File: src/rtl/counter_pkg.sv
// Shared types and helpers for the up/down step counter family.
package counter_pkg;

  typedef enum logic [1:0] {CNT_IDLE, CNT_RUN, CNT_DONE} cnt_state_e;

  // Callers widen their operands to 32 bits and narrow the result back to their own WIDTH.
  function automatic logic [31:0] clamp_count(input logic [31:0] value,
                                              input logic [31:0] max_count);
    return (value > max_count) ? max_count : value;
  endfunction

endpackage

File: src/rtl/updown_step.sv
// Combinational single-step next value for a modulus-(MAX_COUNT+1) up/down counter.
module updown_step #(
  parameter int WIDTH     = 4,
  parameter int MAX_COUNT = 2**WIDTH-1
) (
  input  logic [WIDTH-1:0] count,
  input  logic             up,
  input  logic             sat,
  output logic [WIDTH-1:0] next_count,
  output logic             wrapped
);

  localparam logic [WIDTH-1:0] MaxVal = WIDTH'(MAX_COUNT);

  // At a boundary the counter either holds (saturate) or jumps to the opposite end (wrap).
  always_comb begin
    next_count = count;
    wrapped    = 1'b0;
    if (up) begin
      if (count >= MaxVal) begin
        next_count = sat ? MaxVal : '0;
        wrapped    = ~sat;
      end else begin
        next_count = count + 1'b1;
      end
    end else begin
      if (count == '0) begin
        next_count = sat ? '0 : MaxVal;
        wrapped    = ~sat;
      end else begin
        next_count = count - 1'b1;
      end
    end
  end

endmodule

File: src/rtl/updown_step_counter.sv
// Up/down counter with programmable modulus, wrap/saturate, load/clear and a one-shot
// IDLE/RUN/DONE sequencer used as an iteration counter by sequential multipliers.
module updown_step_counter
  import counter_pkg::*;
#(
  parameter int WIDTH     = 4,
  parameter int MAX_COUNT = 2**WIDTH-1
) (
  input  logic             clk,
  input  logic             rst,
  input  logic             clr,
  input  logic             load,
  input  logic             start,
  input  logic [WIDTH-1:0] load_value,
  input  logic             en,
  input  logic             up,
  input  logic             sat,
  output logic [WIDTH-1:0] count,
  output logic             tc,
  output logic             wrap,
  output logic             busy,
  output logic             done
);

  localparam logic [WIDTH-1:0] MaxVal = WIDTH'(MAX_COUNT);

  cnt_state_e       state;
  logic [WIDTH-1:0] load_clamped;
  logic [WIDTH-1:0] terminal;
  logic [WIDTH-1:0] step_value;
  logic             step_wrapped;

  assign load_clamped = WIDTH'(clamp_count(32'(load_value), 32'(MAX_COUNT)));
  assign terminal     = up ? MaxVal : '0;
  assign tc           = (count == terminal);
  assign busy         = (state == CNT_RUN);
  assign done         = (state == CNT_DONE);

  updown_step #(
    .WIDTH     (WIDTH),
    .MAX_COUNT (MAX_COUNT)
  ) u_step (
    .count      (count),
    .up         (up),
    .sat        (sat),
    .next_count (step_value),
    .wrapped    (step_wrapped)
  );

  // A wrap or saturate hold can only start from the current terminal, so in RUN a step
  // taken from the terminal (after a mid-run direction change) just completes the run.
  always_ff @(posedge clk) begin
    if (rst || clr) begin
      count <= '0;
      state <= CNT_IDLE;
      wrap  <= 1'b0;
    end else if (load) begin
      count <= load_clamped;
      state <= CNT_IDLE;
      wrap  <= 1'b0;
    end else if (start && state != CNT_RUN) begin
      count <= load_clamped;
      state <= (load_clamped == terminal) ? CNT_DONE : CNT_RUN;
      wrap  <= 1'b0;
    end else begin
      wrap <= 1'b0;
      case (state)
        CNT_RUN: begin
          if (en) begin
            if (tc) begin
              state <= CNT_DONE;
            end else begin
              count <= step_value;
              if (step_value == terminal) state <= CNT_DONE;
            end
          end
        end
        default: begin
          state <= CNT_IDLE;
          if (en) begin
            count <= step_value;
            wrap  <= step_wrapped;
          end
        end
      endcase
    end
  end

endmodule

File: config.mk
export PLATFORM = sky130hd
export DESIGN_NAME = updown_step_counter
export DESIGN_NICKNAME = d
export VERILOG_FILES = /design/src/rtl/counter_pkg.sv /design/src/rtl/updown_step.sv /design/src/rtl/updown_step_counter.sv
export SDC_FILE = /design/constraint.sdc
export NUM_CORES = 1
export LEC_CHECK = 0
export CAP_MARGIN = 20
export CORE_ASPECT_RATIO = 0.8
export CORE_UTILIZATION = 45
export DETAILED_ROUTE_END_ITERATION = 12
export PLACE_DENSITY = 0.85
export SYNTH_ARGS = -nofsm -noshare
export SYNTH_HDL_FRONTEND = slang
export SYNTH_HIERARCHICAL = 1
export SYNTH_SLANG_ARGS = --single-unit
File: constraint.sdc
create_clock -name clk -period 4.2 [get_ports clk]
set_clock_uncertainty 0.05 [all_clocks]
set_input_delay 0.42 -clock clk [delete_from_list [all_inputs] [get_ports clk]]
set_output_delay 0.42 -clock clk [all_outputs]
set_load 0.02 [all_outputs]
==> results by group <==
Power
  • VDD IR-drop max: approximately 0.00019 V
  • Cell area power density: 225 nW/µm²
  • Gate power share: a little under two fifths
  • Clock share of power: between 20% and 30%
  • Switching power: about 0.076 mW
  • Total power: between 0.2 and 0.25 mW
  • Switch share: between 30% and 40%
  • Reg power frac: roughly a third
  • P_int: ~0.15 mW
  • Lkg Pwr: between 0.3 and 0.4 nW

Timing
  • Fin crit share: between 60% and 70%
  • Slew at the pin closest to its max-slew limit: approximately 0.58 ns
  • Final setup violation count: 0
  • Post-route setup TNS: 0 ns
  • Min cycle time layout: around 2.7 ns
  • Final Max Slew Viols: 0
  • Max Clk Rate: roughly 370 MHz
  • Final Hold Viols: 0
  • PnR worst setup slack: between 1 and 1.5 ns
  • RSZ-0062 raised after global routing: no
  • Slew headroom: just over 60%

Logic synthesis
  • FF+latch count, synth: 7
  • Number of flops mapped to enable cells by yosys: 0
  • Synth warn: 6
  • Async SR Flop Fraction: 0%
  • Avg Inst Size Synth: around 8.5 µm²
  • Ys flop type: dfxtp_1
  • Syn Nets: 106
  • Unique masters post-synth: 43
  • Sequential element share of the synthesized area: about 18%
  • Mapped Cells: 92
  • Post-Syn Area: roughly 780 µm²

Routing
  • Routed len/inst: around 15 µm
  • Vias per inst: about 6.0
  • Initial drt markers: 26
  • Drc violations: 0
  • DRT Pass-1 Iters: 4
  • Vias post-DR: roughly 800
  • Post-route antenna net violation count: 0
  • Detailed Route WL: roughly 2.0 mm

CTS
  • Post-CTS Resized: 0
  • TritonCTS Buffers: 3
  • Worst skew pair latency: approximately 0.25 ns
  • Root Driver: clkbuf_4
  • CTS tree: built
  • Clock sinks: 7
  • Setup bufs post-CTS: 0
  • CTS Hold Bufs: 0
  • Clock Tree Buf Depth: 2
  • CTS H-tree depth: 1
  • Clock transition at path regs: roughly 0.05 ns

Finish
  • Area Growth Syn to Fin: 26.5%
  • Diode count: 0
  • Final nets: 126
  • Most frequent cells in the layout: 19 x clkdlybuf4s50_1, 10 x inv_1, 7 x dfxtp_1
  • Layout cells sized above 1: about 15%
  • Fillers: 146
  • Most common cell after layout, fill and taps aside: clkdlybuf4s50_1
  • Final Util: between 60% and 70%
  • Fin area: around 990 µm²

Global route
  • Vias in the first global route: 662
  • Total GRT Usage: a little over a fifth
  • GR Layer Usage met2: a little over a third
  • Met1 capacity usage during global routing: 25.8%
  • Busiest grt layer: met2
  • Initial antenna violation count: 0
  • First-pass GRT wire length: slightly below 3 mm
  • Met3 Use GR: under 10%
  • Largest net degree at the start of global routing: 16
  • Grt ovf: 0

Floorplanning
  • Initial Util: roughly 48%
  • Die width: between 40 and 50 µm
  • Number of cell rows: 13
  • Die Ht: between 30 and 40 µm
  • Core area: around 1600 µm²
  • Ports: 20
  • Die area: ~1900 µm²

Setup path
  • Critical path fanouts, max: 13
  • CP Class: flop to flop
  • Crit path DAT: ~2.8 ns
  • Startpoint Class: flop
  • Critical Path RT: approximately 4.3 ns
  • Critical Path End Type: flop

Placed design
  • Place WS: ~1.3 ns
  • Buffers on Ports: 19
  • Placed Area: between 900 and 1000 µm²
  • Gpl congestion: about 0.8
  • Post-DP HPWL: roughly 1.5 mm

Run status
  • Status: finished, final reports clean

Run
  • Max_cap viols: 0

Min path
  • Hold crit path type: flop to flop
kinds of logic (layout without fill, tap and decap cells):
logic type	count (synthesis)	after routing	synth area share [%]
fa+ha+maj	2	2	3.21
compound gates	24	24	28.4
simple gates	38	38	31.0
mux	7	7	9.79
buf+inv	14	33	9.63
flops	7	7	18.0
through the flow:
| stage | hold WS (ns) | std cells |
|---|---|---|
| finish | 0.751 | 133 |
| global route | 0.808 | 133 |
| CTS | 0.762 | 133 |
| detailed placement | 0.754 | 129 |
| global placement | 0.728 | 129 |
| floorplan | 0.520 | 92 |
registers in the layout, summed over array words and instances, names as in the netlist:
register,cells
count,4
state,2
wrap,1
power groups by stage:
stage | clock (mW) | sequential (mW) | combinational [mW]
finish | 0.0629 | 0.0767 | 0.0820
global route | 0.0693 | 0.0774 | 0.0882
CTS | 0.0637 | 0.0766 | 0.0814
detailed placement | 0 | 0.0779 | 0.0810
global placement | 0 | 0.0777 | 0.0786
floorplan | 0 | 0.0771 | 0.0527
critical path, cell delays in order, from the launching register on:
cell,delay (ns)
dfxtp_1,0.60
inv_1,0.10
ha_1,0.25
or3b_4,0.26
a21oi_2,0.05
o32a_1,0.39
or4_1,0.50
nor2_1,0.13
o311ai_2,0.11
and3b_1,0.19
synth_stat cells (2+ instances only):
library cell,instances,share of area [%]
or4_1,3,2.9
nor3_1,6,3.9
mux2i_1,5,6.4
o21ai_0,3,1.9
buf_4,2,1.9
buf_6,2,2.9
nand3_1,4,2.6
a2111oi_2,3,5.8
inv_1,10,4.8
nor4_1,2,1.6
ha_1,2,3.2
a21oi_1,5,3.2
nand2b_1,3,2.4
nor2b_1,2,1.6
nor2_1,6,2.9
dfxtp_1,7,18
layout make-up:
class | count | area, µm² | share of cell area [%]
Clock buffer | 4 | 26.3 | 2.66
Inverter | 10 | 37.5 | 3.81
Multi-Input combinational cell | 71 | 564 | 57.2
Sequential cell | 7 | 140 | 14.2
Tap cell | 22 | 27.5 | 2.79
Timing Repair Buffer | 19 | 190 | 19.3
path summary, 6_finish.rpt:
check	start	to	slack [ns]	cells after the start
setup reg to reg	count[0]	state[0]	1.47	9
hold / removal	count[1]	count[1]	0.75	2
setup / recovery	count[0]	state[0]	1.47	9
hold reg to reg	count[1]	count[1]	0.75	2
per-layer routing:
metal	vias up	wire length (µm)
li1	394	-
met1	389	921
met2	17	1020
met3	2	103
met4	0	8
met5	-	0
No activity file was read; power rests on OpenSTA's default activity.
